### config.mk
export PLATFORM = sky130hd
export DESIGN_NAME = if_fetch_stage
export DESIGN_NICKNAME = d
export VERILOG_FILES = /design/src/rtl/if_fetch_stage.sv
export SDC_FILE = /design/constraint.sdc
export NUM_CORES = 1
export LEC_CHECK = 0
export CORE_MARGIN = 3
export CORE_UTILIZATION = 43
export DETAILED_ROUTE_END_ITERATION = 8
export GPL_TIMING_DRIVEN = 0
export PLACE_DENSITY_LB_ADDON = 0.08
export SYNTH_ARGS = -nofsm -noshare
export SYNTH_HDL_FRONTEND = slang
export SYNTH_SLANG_ARGS = --single-unit
### constraint.sdc
create_clock -name clk_i -period 6.4 [get_ports clk_i]
set_input_delay 1.6 -clock clk_i [delete_from_list [all_inputs] [get_ports clk_i]]
set_output_delay 1.6 -clock clk_i [all_outputs]
set_load 0.1 [all_outputs]
### src/rtl/if_fetch_stage.sv
// Instruction-fetch stage: PC register, IF/ID pipeline register,
// stall/redirect/halt control and a fetched-instruction counter.
module if_fetch_stage #(
  parameter logic [31:0] RESET_PC   = 32'h0,
  parameter int unsigned IMEM_WORDS = 128
) (
  input  logic        clk_i,
  input  logic        rst_i,
  input  logic [31:0] instr_i,
  input  logic        stall_i,
  input  logic        redirect_i,
  input  logic [31:0] redirect_pc_i,
  input  logic        halt_i,
  output logic [31:0] pc_addr_o,
  output logic [31:0] ifid_instr_o,
  output logic [31:0] ifid_pc4_o,
  output logic        ifid_valid_o,
  output logic        halted_o,
  output logic [31:0] fetch_cnt_o
);

  localparam logic [31:0] MASK = 32'(IMEM_WORDS * 4 - 1);

  typedef enum logic {RUN, HALT} state_e;

  state_e      state_q, state_d;
  logic [31:0] pc_q, pc_d;
  logic [31:0] instr_q, instr_d;
  logic [31:0] pc4_q, pc4_d;
  logic [31:0] cnt_q, cnt_d;
  logic        valid_q, valid_d;
  logic [31:0] pc_seq;
  logic [31:0] pc_tgt;

  assign pc_seq = (pc_q + 32'd4) & MASK;
  assign pc_tgt = redirect_pc_i & MASK & ~32'd3;

  always_comb begin
    state_d = state_q;
    pc_d    = pc_q;
    instr_d = instr_q;
    pc4_d   = pc4_q;
    valid_d = valid_q;
    cnt_d   = cnt_q;
    if (state_q == HALT) begin
      instr_d = 32'h0;
      pc4_d   = 32'h0;
      valid_d = 1'b0;
    end else if (halt_i) begin
      state_d = HALT;
      instr_d = 32'h0;
      pc4_d   = 32'h0;
      valid_d = 1'b0;
    end else if (redirect_i) begin
      // Redirect beats stall: the squashed fetch is wrong-path anyway.
      pc_d    = pc_tgt;
      instr_d = 32'h0;
      pc4_d   = 32'h0;
      valid_d = 1'b0;
    end else if (!stall_i) begin
      pc_d    = pc_seq;
      instr_d = instr_i;
      pc4_d   = pc_seq;
      valid_d = 1'b1;
      cnt_d   = cnt_q + 32'd1;
    end
  end

  always_ff @(posedge clk_i) begin
    if (rst_i) begin
      state_q <= RUN;
      pc_q    <= RESET_PC;
      instr_q <= 32'h0;
      pc4_q   <= 32'h0;
      valid_q <= 1'b0;
      cnt_q   <= 32'h0;
    end else begin
      state_q <= state_d;
      pc_q    <= pc_d;
      instr_q <= instr_d;
      pc4_q   <= pc4_d;
      valid_q <= valid_d;
      cnt_q   <= cnt_d;
    end
  end

  assign pc_addr_o    = pc_q;
  assign ifid_instr_o = instr_q;
  assign ifid_pc4_o   = pc4_q;
  assign ifid_valid_o = valid_q;
  assign halted_o     = (state_q == HALT);
  assign fetch_cnt_o  = cnt_q;

endmodule

==> results of run 1 <==
power by group through the flow:
stage	Sequential, mW	Clock (mW)	Combinational, mW
after floorplan	0.569	0	0.190
final	0.510	0.346	0.289
after global routing	0.511	0.376	0.300
after global placement	0.522	0	0.286
after CTS	0.510	0.356	0.288
after detailed placement	0.522	0	0.288
flip-flops by register name, summed over array words and instances, names as in the netlist:
register	flops
fetch_cnt_o	32
ifid_instr_o	32
ifid_pc4_o	7
pc_addr_o	7
halted_o	1
ifid_valid_o	1
worst max path at each step:
stage,start,to,slack [ps]
after floorplan,stall_i,fetch_cnt_o[22],2810
after global routing,redirect_i,fetch_cnt_o[17],2260
after CTS,redirect_i,fetch_cnt_o[28],2550
final,redirect_i,fetch_cnt_o[28],2510
after global placement,redirect_i,fetch_cnt_o[25],2260
after detailed placement,redirect_i,fetch_cnt_o[28],2180
critical path, stage by stage:
cell,delay (ps)
clkdlybuf4s50_1,480
or4_4,590
or4_1,520
buf_2,200
clkbuf_1,280
o31ai_1,340
a21oi_1,100
logic make-up after synthesis:
family	Yosys count	synth area share (%)
buffers and inverters	81	13.2
AOI/OAI and AO/OA	75	11.7
other	1	0.0988
DFF	80	42.2
and+or+nand+nor	155	20.7
adders and majority gates	2	0.659
muxes	35	9.26
xor gates and xnor gates	10	2.31
final cells by class:
| type | count | area share, % |
|---|---|---|
| Buffer | 74 | 8.62 |
| Clock buffer | 10 | 2.32 |
| Clock inverter | 6 | 0.955 |
| Inverter | 7 | 0.477 |
| Multi-Input combinational cell | 327 | 34.1 |
| Sequential cell | 80 | 29.1 |
| Tap cell | 105 | 2.39 |
| Timing Repair Buffer | 121 | 22.0 |
placed cells by master, fill, tap and decap left out, types with 9 or more instances in the layout:
master           count
clkdlybuf4s50_1    121
o31ai_1             15
buf_4               50
nand4_1             12
conb_1              50
nand3_1             12
or4_1               15
mux2i_1             34
or3_1               10
nand2_1             32
a21oi_1             35
dfxtp_1             80
o21ai_0             15
clkbuf_1            21
nor2_1              51
clkbuf_8             9
metrics by stage:
stage	util [%]	cell area (sq um)	setup slack, ps	instances	hold WS (ps)
3_5_place_dp	63.5	5320	2180	714	451
4_1_cts	65.7	5500	2550	730	466
5_1_grt	65.7	5500	2260	730	486
6_report	65.7	5500	2510	730	466
3_3_place_gp	63.5	5320	2260	714	437
2_1_floorplan	-	3980	2810	488	882
layer usage:
layer	track usage [%]	vias to the layer above
met5	0	-
met4	5.39	0
met3	7.99	8
met2	33.8	127
met1	23.0	1675
li1	-	1808
==> results_dict.tcl, run 1 <==
set metrics [dict create \
    initial_core_util_pct 45.3 \
    syn2layout_area_growth_pct 44.9 \
    pwr_density_cell_nw_per_um2 208 \
    syn-instance-count 439 \
    timing.setup.tns_ps 0 \
    dr.pass1.iters 4 \
    rr_worst_depth 6 \
    arrival_ps 4110 \
    dieArea_sq_um 10000 \
    via_count 3618 \
    overflow 0 \
    drtIter0Drc 96 \
    ys_warn_count 0 \
    ant_nets 0 \
    coreArea_sq_um 8380 \
    clk_latency_ps 350 \
    num_rows 33 \
    clk_pin_slew_ps 90 \
    post-route-min-period_ps 3890 \
    detail_route.wirelength_um 10100 \
    power.internal_mw 0.723 \
    startpoint_type "primary input" \
    netlist_top_cells_area "dfxtp_1 (42%), buf_4 (9.9%), mux2i_1 (9.0%)" \
    ys.flop_type "dfxtp_1" \
    r2r-end "fetch_cnt_o[28]" \
    top_layer_used "met4" \
    n_antenna_cell 0 \
    tightest_slew_ps 1020 \
    cts.repair.resized 0 \
    yosysTopAreaCell "dfxtp_1" \
    seq_area_sq_um 1600 \
    synth_commonest_cells "dfxtp_1 (80), nor2_1 (51), buf_4 (50)" \
    switchingPower_mw 0.423 \
    hold_viol 0 \
    port_buffers 121 \
    rrSetupSlack_ps 3960 \
    cts_hold_buf 0 \
    hold_path_end "ifid_valid_o" \
    finClkSkew_ps 11.7 \
    setup_violations 0 \
    grt.total_usage_pct 19.8 \
    switching_share_pct 36.9 \
    crit_type "primary input to register" \
    root_buffer "clkbuf_8" \
    synth.distinct_cells 40 \
    postCtsSetupRepairBufs 0 \
    antenna_found_initial 0 \
    met3_length_um 973 \
    vdd_drop_max_mv 0.132 \
    clock.fmax_mhz 257 \
    clockBufferDepth 2 \
    htree_levels 3 \
    drc 0 \
    yosys_register_bits 80 \
    clockPowerShare_pct 30.2 \
    holdPathStages 2 \
    grt_max_degree 16 \
    finalCritPeriodShare_pct 60.8 \
    postSynthAreaPerCell_sq_um 8.65 \
    nFillCells 756 \
    hp-class "register to register" \
    multi_input_area_sq_um 1880 \
    r2r-start "halted_o" \
    total_power_mw 1.15 \
    grt_pass1_vias 3319 \
    dp_hpwl_um 7640 \
    netlist_area_sq_um 3800 \
    drive_gt1_share_pct 11.5 \
    cts_tree "yes" \
    drt-wirelength-per-cell_um 13.8 \
    vias_per_cell 4.96 \
    synth.most_common_cell "dfxtp_1" \
    synth-edff-count 0 \
    grt_first_pass_wirelength_um 16000 \
    maxSlewHeadroom_pct 31.7 \
    synth_top_area_share_pct 42.2 \
    critPathMaxFanout 10 \
    chipWidth_um 100 \
    p_leak_nw 2.16 \
    final_max_slew_viol_count 0 \
    power_frac_seq_pct 44.5 \
    cp.required_ps 6620 \
    wl_met2_um 4990 \
    numCtsBuffers 9 \
    seq_area_frac_synth_pct 42.2 \
    max-cap-violations 0 \
    hp-start "ifid_valid_o" \
    met1_length_um 3980 \
    async_reset_ff_share_pct 0 \
    die_y_um 100 \
    final_nets 691 \
    status "finished clean" \
    crit_path_end_kind "register" \
    cts.sinks 80 \
    routabilityCongestion 0.815 \
    io_pins 199 \
    rsz0062_at_grt "false" \
    combinationalPowerShare_pct 25.2 \
]
Note: power is estimated with default switching activity, not from simulation.
==> run 2, diff against run 1 <==
CORE_UTILIZATION = 40   (was 43)
clock period = 3.85 ns   (was 6.4 ns; I/O delays follow)
==> run 2 against run 1 <==
Net effect: non-clock buffer count unchanged; combinational power up 66%; count of clock-buffer cells in the layout up 2; worst setup slack worse by 1900 ps; flip-flop and latch count unchanged; cell area up 0.34%; via count down 1.3%; critical path depth unchanged; register-to-register slack worse by 2500 ps; wire length down 2.3%; first-iteration DRC count up 16%; critical path type unchanged; largest cell class unchanged.
==> results_dict.tcl, run 2 (synthesis results as in run 1) <==
set metrics [dict create \
    utilization_pct 61.5 \
    clk_pin_slew_ps 80 \
    hp-start "ifid_valid_o" \
    met2_usage_pct 29.9 \
    dp_hpwl_um 7560 \
    cts.sinks 80 \
    met1_usage_pct 22.3 \
    io_pins 199 \
    grt_max_degree 13 \
    timing.setup.tns_ps 0 \
    multi_input_area_sq_um 1880 \
    holdPathStages 2 \
    post-route-min-period_ps 3190 \
    arrival_ps 3410 \
    rr_worst_depth 6 \
    r2r-end "fetch_cnt_o[29]" \
    clockBufferDepth 2 \
    setup_violations 0 \
    vdd_drop_max_mv 0.167 \
    grt.total_usage_pct 18.4 \
    die_y_um 103 \
    p_leak_nw 2.16 \
    power.internal_mw 1.22 \
    port_buffers 121 \
    dieArea_sq_um 10700 \
    cts_tree "yes" \
    dr.pass1.iters 4 \
    final_area_sq_um 5520 \
    vias_per_cell 4.76 \
    initial_core_util_pct 42.3 \
    hold_viol 0 \
    htree_levels 3 \
    grt_first_pass_wirelength_um 15700 \
    final_nets 691 \
    hold_slack_ps 472 \
    critPathMaxFanout 10 \
    tightest_slew_ps 1000 \
    overflow 0 \
    cp.required_ps 4060 \
    hp-class "register to register" \
    via_count 3570 \
    combinationalPowerShare_pct 25.5 \
    met3_usage_pct 7.31 \
    maxSlewHeadroom_pct 32.8 \
    detail_route.wirelength_um 9830 \
    r2r-start "halted_o" \
    rsz0062_at_grt "false" \
    grt_pass1_vias 3321 \
    nFillCells 829 \
    syn2layout_area_growth_pct 45.4 \
    final_common_cell "clkdlybuf4s50_1" \
    rrSetupSlack_ps 1440 \
    drc 0 \
    cts.repair.resized 0 \
    clockPowerShare_pct 29.5 \
    antenna_found_initial 0 \
    numCtsBuffers 9 \
    status "finished clean" \
    drtIter0Drc 111 \
    max-cap-violations 0 \
    ant_nets 0 \
    root_buffer "clkbuf_8" \
    chipWidth_um 103 \
    postCtsSetupRepairBufs 0 \
    pwr_density_cell_nw_per_um2 341 \
    dpl.cell_count 735 \
    seq_area_sq_um 1600 \
    power_frac_seq_pct 45.0 \
    coreArea_sq_um 8980 \
    drt-wirelength-per-cell_um 13.1 \
    clk_latency_ps 350 \
    crit_type "primary input to register" \
    num_rows 34 \
    cts_hold_buf 0 \
    hold_path_end "ifid_valid_o" \
    switchingPower_mw 0.660 \
    grt_most_used_layer "met2" \
    finClkSkew_ps 8.99 \
    mostFrequentLayoutCells "clkdlybuf4s50_1 (121), dfxtp_1 (80), nor2_1 (51)" \
    switching_share_pct 35.1 \
    startpoint_type "primary input" \
    drive_gt1_share_pct 11.4 \
    finalCritPeriodShare_pct 82.9 \
    routabilityCongestion 0.838 \
    clock.fmax_mhz 313 \
    place_area_sq_um 5350 \
    final_max_slew_viol_count 0 \
    crit_path_end_kind "register" \
    n_antenna_cell 0 \
    fin_cells 750 \
]
-- run 2: cell type report --
cell class | count | share of cell area (%)
clock inverter | 3 | 0.317
timing repair buffer | 121 | 21.9
buffer | 74 | 8.59
multi-input combinational | 327 | 34.0
inverter | 7 | 0.476
clock buffer | 12 | 2.81
tap | 126 | 2.85
sequential | 80 | 29.0
-- run 2: worst max-delay path by stage --
stage                       to        from  cells past startpoint  slack [ps]
2_1_floorplan  fetch_cnt_o[22]     stall_i                      6         890
3_3_place_gp   fetch_cnt_o[27]  redirect_i                      7         370
3_5_place_dp   fetch_cnt_o[29]  redirect_i                      7         330
4_1_cts        fetch_cnt_o[29]  redirect_i                      7         700
5_1_grt        fetch_cnt_o[19]  redirect_i                      7         480
6_report       fetch_cnt_o[29]  redirect_i                      7         660
-- run 2: worst max-delay path, cell delays in order --
cell	delay, ps
clkdlybuf4s50_1	450
nor4_2	740
nand4_1	280
clkbuf_1	270
clkbuf_1	280
o31ai_1	320
a21oi_1	100
-- run 2: per-layer routing --
layer	vias up	wire length, um
met5	-	0
met4	0	124
met3	13	931
met2	122	4840
met1	1631	3930
li1	1804	-
-- run 2: per-stage QoR --
stage               power, mW  worst slack, ps
floorplan                1.26              894
global placement         1.34              366
detailed placement       1.35              327
CTS                      1.90              700
global route             1.95              479
finish                   1.88              657
-- run 2: power by group through the flow --
| stage | Clock [mW] | Combinational, mW | Sequential, mW |
|---|---|---|---|
| final | 0.555 | 0.480 | 0.848 |
| after global routing | 0.599 | 0.500 | 0.850 |
| after CTS | 0.575 | 0.479 | 0.848 |
| after detailed placement | 0 | 0.478 | 0.867 |
| after global placement | 0 | 0.476 | 0.867 |
| after floorplan | 0 | 0.316 | 0.946 |
==> run 3, diff against run 2 <==
CORE_UTILIZATION = 36   (was 40)
clock period = 2.83 ns   (was 3.85 ns; I/O delays follow)
==> run 3 against run 2 <==
Net effect: worst setup slack got worse by 570 ps; wire length up 4.9%; register-to-register slack worse by 930 ps; critical path type is now register to output pin; largest power group unchanged; highest routed layer unchanged.
==> results_dict.tcl, run 3 (synthesis results as in run 1) <==
set metrics [dict create \
    status "finished clean" \
    max_stage_delay_ps 1200 \
    routabilityCongestion 0.856 \
    hold_viol 0 \
    tightest_slew_ps 1030 \
    io_pins 199 \
    utilization_pct 55.9 \
    dp_hpwl_um 7840 \
    cts_tree "yes" \
    cts.sinks 80 \
    clk_pin_slew_ps 90 \
    dieArea_sq_um 11800 \
    final_area_sq_um 5590 \
    clock.fmax_mhz 364 \
    pwr_density_cell_nw_per_um2 480 \
    die_y_um 109 \
    maxSlewHeadroom_pct 31.1 \
    detail_route.wirelength_um 10300 \
    clk_latency_ps 350 \
    worst_slack_ps 85.4 \
    grt.total_usage_pct 17.5 \
    port_buffers 121 \
    antenna_found_initial 1 \
    drtIter0Drc 97 \
    post-route-min-period_ps 2740 \
    vdd_drop_max_mv 0.253 \
    drive_gt1_share_pct 12.1 \
    final_max_slew_viol_count 0 \
    setup_violations 0 \
    max-cap-violations 0 \
    nFillCells 965 \
    crit_type "register to output pin" \
    timing.setup.tns_ps 0 \
    crit_chain "clkdlybuf4s50_1" \
    initial_core_util_pct 38.0 \
    final_common_cell "clkdlybuf4s50_1" \
    critical-path-top-delay-family "buffers and inverters" \
    finClkSkew_ps 12.2 \
    rr_worst_depth 5 \
    finalCritPeriodShare_pct 97.0 \
    p_leak_nw 2.18 \
    startpoint_type "register" \
    place_area_sq_um 5360 \
    critPathMaxFanout 8 \
    hold_slack_ps 465 \
    r2r-start "halted_o" \
    overflow 0 \
    grt_first_pass_wirelength_um 16600 \
    drc 0 \
    crit_path_end_kind "output pin" \
    clockBufferDepth 2 \
    chipWidth_um 109 \
    hp-start "ifid_valid_o" \
    hold_path_end "ifid_valid_o" \
    grt_pass1_vias 3418 \
    hp-class "register to register" \
    arrival_ps 2040 \
    root_buffer "clkbuf_8" \
    ant_nets 0 \
    drt-wirelength-per-cell_um 13.6 \
    dr.pass1.iters 4 \
    numCtsBuffers 9 \
    num_rows 36 \
    htree_levels 3 \
    path_buf_inv 1 \
    holdPathStages 2 \
    r2r-end "fetch_cnt_o[22]" \
    critical_path.slowest_cell "clkdlybuf4s50_1" \
    coreArea_sq_um 10000 \
    final_nets 692 \
    cp.required_ps 2120 \
    via_count 3592 \
    rrSetupSlack_ps 510 \
    grt_max_degree 15 \
    pre_cts_slack_ps -530 \
    rsz0062_at_grt "false" \
    vias_per_cell 4.73 \
    syn2layout_area_growth_pct 47.2 \
    mostFrequentLayoutCells "clkdlybuf4s50_1 (120), dfxtp_1 (80), nor2_1 (51), buf_4 (51), conb_1 (50)" \
]
## run 3: per-stage QoR
stage | total power [mW] | instances
final | 2.68 | 760
after global placement | 1.83 | 742
after floorplan | 1.72 | 488
after global routing | 2.79 | 760
after CTS | 2.71 | 758
after detailed placement | 1.83 | 742
## run 3: repair_timing
item                                   CTS  global route
setup endpoints to repair               14            14
hold buffers                             0             0
setup buffers                            0             1
endpoints found under the hold margin    0             0
resized for setup                        2             3
pin swaps                                0             2
## run 3: layout make-up
| cell class | count | area [sq um] | area share (%) |
|---|---|---|---|
| Clock inverter | 6 | 66.3 | 1.19 |
| Antenna cell | 1 | 2.50 | 0.0448 |
| Multi-Input combinational cell | 327 | 1890 | 33.9 |
| Tap cell | 133 | 166 | 2.98 |
| Buffer | 74 | 475 | 8.50 |
| Clock buffer | 10 | 138 | 2.46 |
| Sequential cell | 80 | 1600 | 28.6 |
| Timing Repair Buffer | 122 | 1220 | 21.8 |
| Inverter | 7 | 26.3 | 0.470 |
## run 3: worst max path at each step
stage	start	end	slack (ps)	depth (start not counted)
after global placement	redirect_i	fetch_cnt_o[29]	-460	7
after detailed placement	redirect_i	fetch_cnt_o[27]	-530	7
after CTS	redirect_i	fetch_cnt_o[20]	10	6
after global routing	fetch_cnt_o[8]	fetch_cnt_o[8]	20	1
after floorplan	stall_i	fetch_cnt_o[22]	130	6
final	fetch_cnt_o[2]	fetch_cnt_o[2]	90	1
## run 3: per-layer routing
metal	part of all wire (%)	track usage (%)
met5	0	0
met2	49	29.5
met4	0.82	4.42
met3	11	8.70
met1	39	19.9
## run 3: report_power, final
part           leakage [nW]  internal (mW)  switching, mW
Combinational          1.44          0.164          0.492
Sequential            0.646           1.14         0.0136
Clock                0.0949          0.433          0.441
Total                  2.18           1.74          0.947
